$ cat config.mk
export PLATFORM = sky130hd
export DESIGN_NAME = chip_host_link
export DESIGN_NICKNAME = d
export VERILOG_FILES = /design/src/rtl/chip_host_link.sv
export SDC_FILE = /design/constraint.sdc
export NUM_CORES = 1
export LEC_CHECK = 0
export ABC_AREA = 1
export CORE_UTILIZATION = 57
export CTS_CLUSTER_DIAMETER = 50
export DETAILED_ROUTE_END_ITERATION = 16
export DONT_BUFFER_PORTS = 1
export PLACE_DENSITY = 0.71
export SYNTH_ARGS = -nofsm -noshare
export SYNTH_HDL_FRONTEND = slang
export SYNTH_SLANG_ARGS = --single-unit
$ cat constraint.sdc
create_clock -name clock -period 9.2 [get_ports clock]
set_input_delay 2.3 -clock clock [delete_from_list [all_inputs] [get_ports clock]]
set_output_delay 2.3 -clock clock [all_outputs]
set_load 0.05 [all_outputs]
$ cat src/rtl/chip_host_link.sv
// chip_host_link: host-side memory interface shim for the chip.
// Queues host instruction words and issues them one per cycle on MemReadBus,
// holds issue after a power-controller command until power_ack rises (or a
// timeout expires), and captures MemWriteBus results into a first-word
// fall-through result FIFO.
module chip_host_link #(
    parameter int          IFIFO_DEPTH = 8,
    parameter int          RFIFO_DEPTH = 8,
    parameter logic [3:0]  PWR_PREFIX  = 4'hF,
    parameter int          ACK_TIMEOUT = 64,
    parameter logic [31:0] NOP_WORD    = 32'h0000_0000
) (
    input  logic        clock,
    input  logic        reset,
    input  logic [31:0] inst_data,
    input  logic        inst_valid,
    output logic        inst_ready,
    input  logic        issue_enable,
    output logic [31:0] MemReadBus,
    input  logic [63:0] MemWriteBus,
    input  logic        MemWriteValid,
    input  logic        power_ack,
    input  logic        MemOverflow,
    output logic [63:0] res_data,
    output logic        res_valid,
    input  logic        res_ready,
    output logic        pwr_wait,
    output logic        pwr_timeout,
    output logic        res_overflow,
    output logic        mem_ovfl_seen,
    input  logic        clear_status,
    output logic [15:0] issued_count
);

    localparam int IAW = $clog2(IFIFO_DEPTH);
    localparam int RAW = $clog2(RFIFO_DEPTH);
    localparam int TW  = $clog2(ACK_TIMEOUT) + 1;

    localparam logic [IAW:0]  IPTR_ONE = (IAW+1)'(1);
    localparam logic [RAW:0]  RPTR_ONE = (RAW+1)'(1);
    localparam logic [TW-1:0] TMO_LAST = TW'(ACK_TIMEOUT - 1);
    localparam logic [TW-1:0] TMO_ONE  = TW'(1);

    localparam logic [1:0] ST_RUN      = 2'd0;
    localparam logic [1:0] ST_HALT     = 2'd1;
    localparam logic [1:0] ST_PWR_WAIT = 2'd2;

    logic [1:0]    state;
    logic [TW-1:0] tmo_cnt;
    logic          ack_d;
    logic          ack_rise;
    logic          tmo_fire;

    // Instruction FIFO storage and pointers (extra MSB is the wrap bit)
    logic [31:0]  ififo_mem [IFIFO_DEPTH];
    logic [IAW:0] iwr_ptr;
    logic [IAW:0] ird_ptr;
    logic         ifull;
    logic         iempty;
    logic         ipush;
    logic         ipop;
    logic [31:0]  ihead;

    // Result FIFO storage and pointers
    logic [63:0]  rfifo_mem [RFIFO_DEPTH];
    logic [RAW:0] rwr_ptr;
    logic [RAW:0] rrd_ptr;
    logic         rfull;
    logic         rempty;
    logic         rpush;
    logic         rpop;
    logic         rdrop;

    assign iempty = (iwr_ptr == ird_ptr);
    assign ifull  = (iwr_ptr[IAW] != ird_ptr[IAW]) &&
                    (iwr_ptr[IAW-1:0] == ird_ptr[IAW-1:0]);
    assign ihead  = ififo_mem[ird_ptr[IAW-1:0]];

    assign inst_ready = ~ifull;
    assign ipush      = inst_valid & ~ifull;
    // Only RUN pops, and only while the host allows issue.
    assign ipop       = (state == ST_RUN) & issue_enable & ~iempty;

    assign rempty = (rwr_ptr == rrd_ptr);
    assign rfull  = (rwr_ptr[RAW] != rrd_ptr[RAW]) &&
                    (rwr_ptr[RAW-1:0] == rrd_ptr[RAW-1:0]);

    assign res_valid = ~rempty;
    assign res_data  = rfifo_mem[rrd_ptr[RAW-1:0]];
    assign rpop      = res_valid & res_ready;
    // A pop in the same cycle frees the slot, so a full FIFO still accepts.
    assign rpush     = MemWriteValid & (~rfull | rpop);
    assign rdrop     = MemWriteValid & rfull & ~rpop;

    // Only the rising edge of the level-type acknowledge releases PWR_WAIT;
    // an ack arriving on the expiry cycle wins over the timeout.
    assign ack_rise = power_ack & ~ack_d;
    assign tmo_fire = (state == ST_PWR_WAIT) & ~ack_rise & (tmo_cnt == TMO_LAST);
    assign pwr_wait = (state == ST_PWR_WAIT);

    // Instruction FIFO write port (storage is data, not reset)
    always_ff @(posedge clock) begin
        if (ipush) begin
            ififo_mem[iwr_ptr[IAW-1:0]] <= inst_data;
        end
    end

    // Instruction FIFO pointers
    always_ff @(posedge clock) begin
        if (!reset) begin
            iwr_ptr <= '0;
            ird_ptr <= '0;
        end else begin
            if (ipush) iwr_ptr <= iwr_ptr + IPTR_ONE;
            if (ipop)  ird_ptr <= ird_ptr + IPTR_ONE;
        end
    end

    // Registered copy of power_ack for edge detection
    always_ff @(posedge clock) begin
        if (!reset) begin
            ack_d <= 1'b0;
        end else begin
            ack_d <= power_ack;
        end
    end

    // Issue FSM: drives MemReadBus, counts issued words, runs the ack timeout
    always_ff @(posedge clock) begin
        if (!reset) begin
            state        <= ST_RUN;
            MemReadBus   <= NOP_WORD;
            issued_count <= 16'd0;
            tmo_cnt      <= '0;
        end else begin
            case (state)
                ST_RUN: begin
                    if (ipop) begin
                        MemReadBus   <= ihead;
                        issued_count <= issued_count + 16'd1;
                        if (ihead[31:28] == PWR_PREFIX) begin
                            state <= ST_PWR_WAIT;
                        end
                    end else begin
                        MemReadBus <= NOP_WORD;
                    end
                    if (!issue_enable) begin
                        state <= ST_HALT;
                    end
                end
                ST_HALT: begin
                    MemReadBus <= NOP_WORD;
                    if (issue_enable) begin
                        state <= ST_RUN;
                    end
                end
                ST_PWR_WAIT: begin
                    MemReadBus <= NOP_WORD;
                    if (ack_rise || tmo_fire) begin
                        state   <= ST_RUN;
                        tmo_cnt <= '0;
                    end else begin
                        tmo_cnt <= tmo_cnt + TMO_ONE;
                    end
                end
                default: begin
                    state      <= ST_RUN;
                    MemReadBus <= NOP_WORD;
                    tmo_cnt    <= '0;
                end
            endcase
        end
    end

    // Result FIFO write port (storage is data, not reset)
    always_ff @(posedge clock) begin
        if (rpush) begin
            rfifo_mem[rwr_ptr[RAW-1:0]] <= MemWriteBus;
        end
    end

    // Result FIFO pointers
    always_ff @(posedge clock) begin
        if (!reset) begin
            rwr_ptr <= '0;
            rrd_ptr <= '0;
        end else begin
            if (rpush) rwr_ptr <= rwr_ptr + RPTR_ONE;
            if (rpop)  rrd_ptr <= rrd_ptr + RPTR_ONE;
        end
    end

    // Sticky status flags; a set event in the clear cycle keeps the flag set
    always_ff @(posedge clock) begin
        if (!reset) begin
            pwr_timeout   <= 1'b0;
            res_overflow  <= 1'b0;
            mem_ovfl_seen <= 1'b0;
        end else begin
            pwr_timeout   <= tmo_fire    | (pwr_timeout   & ~clear_status);
            res_overflow  <= rdrop       | (res_overflow  & ~clear_status);
            mem_ovfl_seen <= MemOverflow | (mem_ovfl_seen & ~clear_status);
        end
    end

endmodule

== Yosys cells after proc, flatten, opt, wreduce, memory -nomap -nowiden ==
Memories as Yosys holds them, arrays and structs flattened. A register that Yosys moved wholly into a read port is not among the register bits.
Index checks and enable logic that the tools add are counted.

* Bits in registers: 77
* Output and inout bits: 118
* Input bits: 105
* Logic and storage cells: 83
* Memories kept: 2
* Bits in writable memories: 768

* Reduce and logical (&&, ||, !) cells: 8
* Equal/unequal tests: 14
* Add/subtract/negate cells: 6
* Bitwise operators: 25
* Multiplexer cells: 16

{| class="wikitable"
|+ Memory list
! memory !! depth !! bits a word !! read ports !! clocked after Yosys merged registers in !! wr ports !! RTL line !! RTL
|-
| rfifo_mem || 8 || 64 || 1 || 1 || 1 || 65 || <nowiki>logic [63:0] rfifo_mem [RFIFO_DEPTH];</nowiki>
|-
| ififo_mem || 8 || 32 || 1 || 1 || 1 || 55 || <nowiki>logic [31:0] ififo_mem [IFIFO_DEPTH];</nowiki>
|}

{| class="wikitable"
|+ Operator list
! kind !! count
|-
| 16-bit by 1-bit adder with 16-bit output (second input constant) || 1
|-
| 4-bit by 1-bit adder with 4-bit output (second input constant) || 4
|-
| 7-bit case mux with 2 select lines || 1
|-
| 1-bit bitwise AND || 13
|-
| 3-bit 2-to-1 mux || 4
|-
| 2-bit 2-to-1 mux || 5
|-
| 4-bit == test || 2
|-
| 1-bit NOT || 8
|-
| 7-bit by 1-bit adder with 7-bit output (second input constant) || 1
|-
| 7-bit by 6-bit == test with 1-bit output (second input constant) || 1
|-
| 7-bit 2-to-1 mux || 1
|-
| 3-bit == test || 2
|-
| 2-bit case mux with 3 select lines || 1
|-
| 4-bit == test (second input constant) || 1
|-
| 1-bit 2-to-1 mux || 4
|-
| 1-bit OR || 4
|-
| 4-bit AND reduction || 1
|-
| 3-bit by 2-bit != test with 1-bit output (second input constant) || 1
|-
| 3-bit != test (second input constant) || 1
|-
| 3-bit AND reduction || 1
|-
| 2-bit by 1-bit == test with 1-bit output (second input constant) || 1
|-
| 2-bit == test (second input constant) || 1
|-
| 1-bit logical AND || 2
|-
| 2-bit zero test || 1
|-
| other kinds (6) || 7
|}

== Depth between registers and ports, before layout ==
Gate-level depths: netlist (run 1).

* Depth in word-level cells: 8
* Depth in mapped cells: 13
* Depth with buffers taken out: 12

== Least setup slack after synthesis (run 1) ==
No wires, ideal clock.

* Kind: input port to flip-flop
* Start point: in res_ready
* End point: mem rfifo_mem[6][0], enable pin
* Library setup time: 0.644 ns
* Slack: -0.062 ns
* Arrival time: 8.618 ns
* Required time: 8.556 ns
* Stages: 4
* Path buffers: 0
* Cell sequence: inv_1 > nand3_1 > nand2_2 > nor4_1

* Cells in the longest elaborated chain, start to end: 5

{| class="wikitable"
|+ RTL lines
! what !! RTL line !! RTL
|-
| start: declaration || 26 || <nowiki>input logic res_ready,</nowiki>
|-
| 1-bit bitwise AND || 90 || <nowiki>assign rpop = res_valid & res_ready;</nowiki>
|-
| 1-bit OR || 92 || <nowiki>assign rpush = MemWriteValid & (~rfull | rpop);</nowiki>
|-
| 1-bit bitwise AND || 92 ||
|-
| 1-bit 2-to-1 mux || 177 || <nowiki>if (rpush) begin</nowiki>
|-
| 1-bit 2-to-1 mux (implied by the code) || 178 || <nowiki>rfifo_mem[rwr_ptr[RAW-1:0]] <= MemWriteBus;</nowiki>
|-
| end: declaration || 65 ||
|}

No other way between the ends.

==> summary.md, run 1 <==
| Metric | Value |
|---|---|
| HPWL after detailed placement | `37,200 um` |
| Clock latency on the worst-skew pair | `0.64 ns` |
| Synth unique cells | `34` |
| Fin crit share | `70.1%` |
| Synthesized flop and latch total | `851` |
| Placer Congestion | `0.818` |
| Setup WS post-layout | `2.75 ns` |
| # hold bufs at CTS | `0` |
| DR iter-0 viols | `1,658` |
| CTS Root Buffer Type | `clkbuf_16` |
| Antenna Nets Post-Route | `0` |
| Vias in the first global route | `19.9k` |
| Starting Density | `58.1%` |
| Dpl ws | `3.45 ns` |
| Cell Area, Synth | `32,900 um^2` |
| Final Hold Viols | `0` |
| Syn nets | `2,734` |
| # resized after CTS | `0` |
| Global-route wire length before repair | `111,000 um` |
| WS Path Type | `flop to primary output` |
| Core area | `56,700 um^2` |
| Syn Area/Cell | `12.6 um^2` |
| Max clock buf depth | `3` |
| Synth async-reset ratio | `0%` |
| IO Port Bufs | `0` |
| Cts bufs inserted | `90` |
| Die Ht | `242 um` |
| Initial antenna violation count | `0` |
| Via count of the routed design | `20.3k` |
| Gr usage total | `24.6%` |
| P_leak | `12.3 nW` |
| Mapped Cells | `2,623` |
| R2r setup slk | `5.95 ns` |
| Row count | `87` |
| Unrepaired setup endpoints after global routing | `no` |
| Die Span X | `242 um` |
| Num ports | `223` |
| WP data required | `6.90 ns` |
| Worst Max-Slew Pin Slew | `1.35 ns` |
| CTS sink cnt | `851` |
| Post-synth top area share | `70.0%` |
| Setup tns final | `0 ns` |
| Fin crit period | `6.45 ns` |
| WL per Instance | `21.1 um` |
| Max-slew violations | `0` |
| Synth area leaders | `edfxtp_1 70%, nor2_1 7.0%, o21ai_0 5.6%, dfxtp_1 5.0%, o22ai_1 2.3%` |
| Pin count of the biggest net entering global routing | `229` |
| H-tree depth | `3` |
| Post-CTS Repair Setup Buffers | `0` |
| Layout cell share with drive strength beyond 1 | `8.80%` |
| Final wirelength | `72,800 um` |
| Min-Delay Path Class | `flop to flop` |
| Final setup skew | `0.0209 ns` |
| Setup-failing EPs final | `0` |
| Vias per cell | `5.88` |
| Yosys top cell by area | `edfxtp_1` |
| CP max FO | `141` |
| Crit end category | `primary output` |
| Synth warnings | `0` |
| DRC violations left | `0` |
| FMAX | `155 MHz` |
| Max-Cap Viols | `0` |
| Number of synthesized flops with an enable pin | `768` |
| TritonCTS clock tree | `done` |
| # nets final | `2,733` |
| Register area share after synthesis | `75.0%` |
| Area Growth Syn to Fin | `11.3%` |
| Power per cell area | `252 nW/um^2` |
| Number of inserted diodes | `0` |
| CP Data Arrival Time | `4.15 ns` |
| Reg clk slew, reported paths | `0.06 ns` |
| GRT overflow | `0` |
| CP startpoint kind | `flop` |
| IR drop worst, VDD | `0.000216 V` |
| Status | `complete, no violations` |
| Max-slew headroom | `9.37%` |
| Post-synth top flop | `edfxtp_1` |
| Die Area | `58,800 um^2` |
| TritonRoute pass-1 iters | `5` |
cells in the final DEF, fill, tap and decap left out, types with 2 or more instances in the layout:
master      count
clkbuf_16      92
nor3b_1         2
a21oi_2        11
nand2_1       196
ha_1            6
xnor2_1        10
inv_8           2
nand2_2         4
nor2_4         14
inv_1          70
clkbuf_1       21
clkinvlp_4      5
dfxtp_4         3
nand3_1        40
nor2_1        597
bufinv_16       8
a31oi_1        64
nor3_1         10
clkinv_2        7
inv_6           8
dfxtp_1        79
o22ai_1       121
inv_2           3
nor3_2          2
nand4_1         3
a21oi_1        53
buf_12          3
o21ai_0       366
inv_4           3
o21ai_1        19
clkinv_1       15
xor2_1         11
clkinv_4        3
clkinv_8        3
edfxtp_1      768
buf_4          62
cell type report:
type / count / area (um^2)
Clock buffer: 114 / 2390
Timing Repair Buffer: 65 / 526
Clock inverter: 49 / 524
Multi-Input combinational cell: 1535 / 7230
Inverter: 79 / 310
Sequential cell: 851 / 24700
Tap cell: 756 / 946
Fill cell: 4004 / 20100
synthesized netlist by cell type, types with 2 or more instances:
library cell,n
edfxtp_1,768
nor2_1,611
o21ai_0,366
nand2_1,196
o22ai_1,121
dfxtp_1,83
clkbuf_1,80
inv_1,73
a31oi_1,64
a21oi_1,53
nand3_1,40
buf_2,28
buf_4,25
o21ai_1,19
buf_6,13
a21oi_2,11
nor3_1,11
xor2_1,11
buf_1,10
xnor2_1,10
ha_1,6
inv_2,5
nand2_2,4
nand4_1,3
clkbuf_2,2
nor3b_1,2
stage by stage:
step                      area [um^2]  total power [mW]  cells  hold slack (ns)  util [%]
after floorplan                 33000              5.49   2623            0.412         -
after global placement          33700              5.74   3286            0.420      59.5
after detailed placement        33700              5.78   3286            0.435      59.5
after CTS                       36700              9.30   3449            0.443      64.6
after global routing            36700              9.56   3449            0.470      64.6
final                           36700              9.25   3449            0.444      64.6
sequential cells by signal, summed over array words and instances (netlist names), named ones only:
register       flops
state              2
rwr_ptr            4
res_overflow       1
mem_ovfl_seen      1
ififo_mem        256
iwr_ptr            4
MemReadBus        32
rfifo_mem        512
ack_d              1
tmo_cnt            7
pwr_timeout        1
rrd_ptr            4
ird_ptr            4
issued_count      16
worst paths after layout:
kind | from | to | cells past startpoint
worst max-delay path | flop | res_data[51] | 6
worst min-delay path | tmo_cnt[6] | tmo_cnt[6] | 2
worst max register to register | rwr_ptr[2] | rfifo_mem[5][23] | 8
worst min register to register | tmo_cnt[6] | tmo_cnt[6] | 2
power by group:
group / switching, mW / leakage (nW) / internal [mW]
Clock: 1.46 / 1.40 / 2.08
Sequential: 0.108 / 7.65 / 4.32
Combinational: 0.963 / 3.23 / 0.313
Total: 2.53 / 12.3 / 6.71
worst max-delay path: stages, from the launching register on:
cell and delay [ns]:
dfxtp_4 0.57, buf_12 0.44, buf_4 0.80, o21ai_0 0.24
o22ai_1 0.23, nor2_1 0.07, a31oi_1 0.96
cells by family after synthesis:
logic type,after synthesis,share of synthesized area [%]
buffers and inverters,237,3.40
flip-flops,851,75.0
adder cells (fa/ha/maj),6,0.228
AND/OR/NAND/NOR,871,10.2
AO/OA/AOI/OAI,637,10.5
XOR/XNOR,21,0.558
metal layers:
layer | track usage [%] | up-vias | routed length, um
met4 | 9.05 | 0 | 1800
met5 | 0 | - | 0
met1 | 32.1 | 9927 | 29500
met3 | 6.50 | 134 | 6380
li1 | - | 9431 | -
met2 | 39.7 | 778 | 35200
Note: power is estimated with default switching activity, not from simulation.
==> run 2, diff against run 1 <==
CORE_UTILIZATION = 63   (was 57)
PLACE_DENSITY = 0.75   (was 0.71)
clock period = 6.6 ns   (was 9.2 ns; I/O delays follow)
==> summary.md, run 2 (synthesis gave the netlist of run 1 again) <==
| Metric | Value |
|---|---|
| Status | `complete, no violations` |
| Fin crit share | `76.4%` |
| Final wirelength | `72,400 um` |
| Max-Cap Viols | `0` |
| Worst hold endpoint | `tmo_cnt[6]` |
| Antenna Nets Post-Route | `0` |
| Global-route wire length before repair | `111,000 um` |
| # hold bufs at CTS | `0` |
| Final Hold Viols | `0` |
| Die Ht | `231 um` |
| TritonCTS clock tree | `done` |
| Hold Path Cell Cnt | `2` |
| Initial antenna violation count | `0` |
| Max-slew violations | `0` |
| Reg clk slew, reported paths | `0.06 ns` |
| Final Instance Area | `36,500 um^2` |
| Most frequent cells in the layout | `768 x edfxtp_1, 597 x nor2_1, 366 x o21ai_0` |
| GRT overflow | `0` |
| Commonest non-fill, non-tap cell in the layout | `edfxtp_1` |
| IR drop worst, VDD | `0.000338 V` |
| Pin count of the biggest net entering global routing | `159` |
| Crit end category | `primary output` |
| Num ports | `223` |
| Worst Max-Slew Pin Slew | `1.35 ns` |
| R2r setup slk | `3.26 ns` |
| Cts bufs inserted | `86` |
| Die Area | `53,200 um^2` |
| Setup-failing EPs final | `0` |
| Unrepaired setup endpoints after global routing | `no` |
| # nets final | `2,729` |
| DR iter-0 viols | `1,909` |
| Starting Density | `64.0%` |
| Final setup skew | `0.0242 ns` |
| Setup tns final | `0 ns` |
| HPWL after detailed placement | `37,500 um` |
| IO Port Bufs | `0` |
| CTS sink cnt | `851` |
| WL per Instance | `21.5 um` |
| Max-slew headroom | `9.86%` |
| Post-CTS Repair Setup Buffers | `0` |
| Row count | `83` |
| Power per cell area | `350 nW/um^2` |
| Min-Delay Path Class | `flop to flop` |
| Fill count | `3,298` |
| Core area | `51,500 um^2` |
| RR Endpoint | `ififo_mem[4][12]` |
| Hold slack | `0.445 ns` |
| Gr usage total | `27.2%` |
| Inst Count DP | `3,210` |
| CP max FO | `121` |
| Fin crit period | `5.05 ns` |
| FMAX | `198 MHz` |
| Finished Layout Cells | `3,365` |
| CTS Root Buffer Type | `clkbuf_16` |
| DRC violations left | `0` |
| Clock latency on the worst-skew pair | `0.62 ns` |
| Dpl ws | `2.25 ns` |
| Via count of the routed design | `20.5k` |
| Vias in the first global route | `20.4k` |
| R2r startpoint | `iwr_ptr[2]` |
| WP data required | `4.95 ns` |
| H-tree depth | `3` |
| Vias per cell | `6.10` |
| Placer Congestion | `0.828` |
| Worst r2r path cells | `8` |
| Max clock buf depth | `3` |
| WS Path Type | `flop to primary output` |
| Cell area after placement | `33,700 um^2` |
| Layout cell share with drive strength beyond 1 | `8.83%` |
| CP Data Arrival Time | `3.40 ns` |
| Number of inserted diodes | `0` |
| Worst Hold Launch | `tmo_cnt[6]` |
| # resized after CTS | `0` |
| Die Span X | `231 um` |
| P_leak | `12.3 nW` |
| CP startpoint kind | `flop` |
| Max FFs per register | `512` |
| Area Growth Syn to Fin | `10.8%` |
| Setup WS post-layout | `1.55 ns` |
| TritonRoute pass-1 iters | `6` |
[run 2: worst max-delay path, stage by stage, from the launching register on]
cell,delay (ns)
dfxtp_4,0.37
inv_6,0.54
buf_12,0.38
o21ai_0,0.15
o22ai_1,0.19
nor2_1,0.07
a31oi_1,0.94
[run 2: power by group]
group / switching (mW) / internal (mW)
logic: 1.39 / 0.430
clock network: 1.97 / 2.86
registers: 0.113 / 6.02
[run 2: per-stage QoR]
step           power, mW  utilization [%]
3_3_place_gp        7.99             65.3
3_5_place_dp        8.04             65.3
4_1_cts             12.8             70.8
5_1_grt             13.2             70.8
6_report            12.8             70.8
2_1_floorplan       7.65                -
[run 2: cell type report]
class	count	area (um^2)	share of cell area, %
sequential	851	24700	67.8
clock inverter	37	403	1.10
tap	680	851	2.33
multi-input combinational	1535	7230	19.8
inverter	79	310	0.850
clock buffer	118	2430	6.66
timing repair buffer	65	538	1.47
[run 2: metal layers]
layer / global-route usage [%] / share of wire [%] / wire [um]
met1: 33.6 / 38 / 27300
met2: 46.3 / 50 / 36400
met3: 6.65 / 9.4 / 6820
met4: 10.7 / 2.6 / 1870
met5: 0 / 0 / 0
[run 2: worst max-delay path by stage]
stage	slack [ns]	endpoint	cells past startpoint
floorplan	0.71	rfifo_mem[6][0]	4
global placement	2.30	res_data[24]	6
detailed placement	2.25	res_data[63]	6
CTS	1.56	res_data[31]	6
global route	1.44	res_data[63]	6
finish	1.55	res_data[18]	6
==> run 3, diff against run 2 <==
clock period = 5.25 ns   (was 6.6 ns; I/O delays follow)
==> summary.md, run 3 (synthesis gave the netlist of run 1 again) <==
| Metric | Value |
|---|---|
| IR drop worst, VDD | `0.000428 V` |
| # hold bufs at CTS | `0` |
| DRC violations left | `0` |
| CP max FO | `106` |
| Fin crit period | `4.23 ns` |
| Die Span X | `231 um` |
| Most frequent cells in the layout | `768 x edfxtp_1, 597 x nor2_1, 366 x o21ai_0` |
| Final wirelength | `73,700 um` |
| H-tree depth | `3` |
| Via count of the routed design | `20.6k` |
| Crit path cell chain | `buf_4, o21ai_0, o22ai_1, nor2_1, a31oi_1, buf_4` |
| Row count | `83` |
| WS Path Type | `flop to primary output` |
| P_leak | `12.5 nW` |
| Cts bufs inserted | `85` |
| Worst Max-Slew Pin Slew | `1.22 ns` |
| Crit path max-delay family | `buffers and inverters` |
| Vias per cell | `6.06` |
| Max-Cap Viols | `0` |
| Unrepaired setup endpoints after global routing | `no` |
| Commonest non-fill, non-tap cell in the layout | `edfxtp_1` |
| # nets final | `2,766` |
| Setup tns final | `0 ns` |
| Power per cell area | `445 nW/um^2` |
| Area Growth Syn to Fin | `12.1%` |
| RR Endpoint | `ififo_mem[2][22]` |
| DR iter-0 viols | `1,945` |
| Vias in the first global route | `20.7k` |
| Max-slew headroom | `18.5%` |
| Post-CTS Repair Setup Buffers | `0` |
| Gr usage total | `27.8%` |
| Clock latency on the worst-skew pair | `0.63 ns` |
| CTS sink cnt | `851` |
| Final setup skew | `0.0264 ns` |
| Dpl ws | `1.73 ns` |
| Max-slew violations | `0` |
| Max FFs per register | `512` |
| CTS Root Buffer Type | `clkbuf_16` |
| Reg clk slew, reported paths | `0.06 ns` |
| Fin crit share | `80.7%` |
| FMAX | `236 MHz` |
| Num ports | `223` |
| HPWL after detailed placement | `38,700 um` |
| IO Port Bufs | `0` |
| Max stage delay on crit path | `0.81 ns` |
| Antenna Nets Post-Route | `0` |
| Hold Path Cell Cnt | `2` |
| Hold slack | `0.457 ns` |
| TritonCTS clock tree | `done` |
| Placer Congestion | `0.835` |
| CP Data Arrival Time | `2.92 ns` |
| Most used cell, CP | `buf_4` |
| R2r setup slk | `1.95 ns` |
| Number of inserted diodes | `0` |
| Layout cell share with drive strength beyond 1 | `10.1%` |
| Starting Density | `64.0%` |
| Min-Delay Path Class | `flop to flop` |
| TritonRoute pass-1 iters | `5` |
| CP startpoint kind | `flop` |
| Initial antenna violation count | `0` |
| Die Area | `53,200 um^2` |
| Buf+Inv Stages, Crit Path | `2` |
| Core area | `51,500 um^2` |
| Max clock buf depth | `3` |
| Setup WS post-layout | `1.02 ns` |
| WL per Instance | `21.6 um` |
| R2r startpoint | `iwr_ptr[0]` |
| Setup-failing EPs final | `0` |
| Crit end category | `primary output` |
| Die Ht | `231 um` |
| Worst hold endpoint | `tmo_cnt[6]` |
| # resized after CTS | `0` |
| Status | `complete, no violations` |
| Pin count of the biggest net entering global routing | `120` |
| GRT overflow | `0` |
| Worst r2r path cells | `11` |
| Global-route wire length before repair | `114,000 um` |
| Final Hold Viols | `0` |
| Worst Hold Launch | `tmo_cnt[6]` |
| Fill count | `3,302` |
| WP data required | `3.94 ns` |
| Slowest CP cell | `buf_4` |
## run 3: where the power goes
part | internal [mW] | switching [mW] | total (mW)
registers | 7.57 | 0.142 | 7.71
logic | 0.659 | 1.78 | 2.44
clock network | 3.79 | 2.48 | 6.27
## run 3: worst max-delay path by stage
stage | cells past startpoint | endpoint
detailed placement | 6 | res_data[32]
finish | 6 | res_data[25]
CTS | 6 | res_data[25]
global placement | 6 | res_data[6]
floorplan | 5 | rfifo_mem[0][0]
global route | 6 | res_data[25]
## run 3: per-layer routing
metal	track usage (%)	up-vias	share of wire, %	wire length (um)
met2	47.1	862	50	37000
met1	35.3	10200	39	28500
li1	-	9486	-	-
met4	11.1	0	2.7	2000
met5	0	-	0	0
met3	5.72	143	8.4	6180
## run 3: final cells by class
cell class | instances | area [um^2] | area share (%)
inverter | 79 | 310 | 0.840
tap | 680 | 851 | 2.30
multi-input combinational | 1535 | 7230 | 19.6
clock inverter | 54 | 627 | 1.70
timing repair buffer | 103 | 861 | 2.33
clock buffer | 103 | 2320 | 6.28
sequential | 851 | 24700 | 67.0
## run 3: worst register-to-register path, stage by stage (launching register included)
cell     delay [ns]
dfxtp_1        0.46
inv_2          0.06
nand2_1        0.07
nand2_1        0.05
nand2_1        0.08
nor2_1         0.04
nand2_1        0.38
nand2_1        0.32
inv_1          0.18
nand2_1        0.25
nor2_4         0.80
buf_4          0.32
## run 3: stage by stage
| step | cells | total power [mW] | cell area (um^2) | util [%] |
|---|---|---|---|---|
| 5_1_grt | 3405 | 16.9 | 36900 | 71.7 |
| 3_5_place_dp | 3248 | 10.3 | 34000 | 66.0 |
| 2_1_floorplan | 2623 | 9.62 | 33000 | - |
| 6_report | 3405 | 16.4 | 36900 | 71.7 |
| 3_3_place_gp | 3248 | 10.2 | 34000 | 66.0 |
| 4_1_cts | 3405 | 16.5 | 36900 | 71.7 |
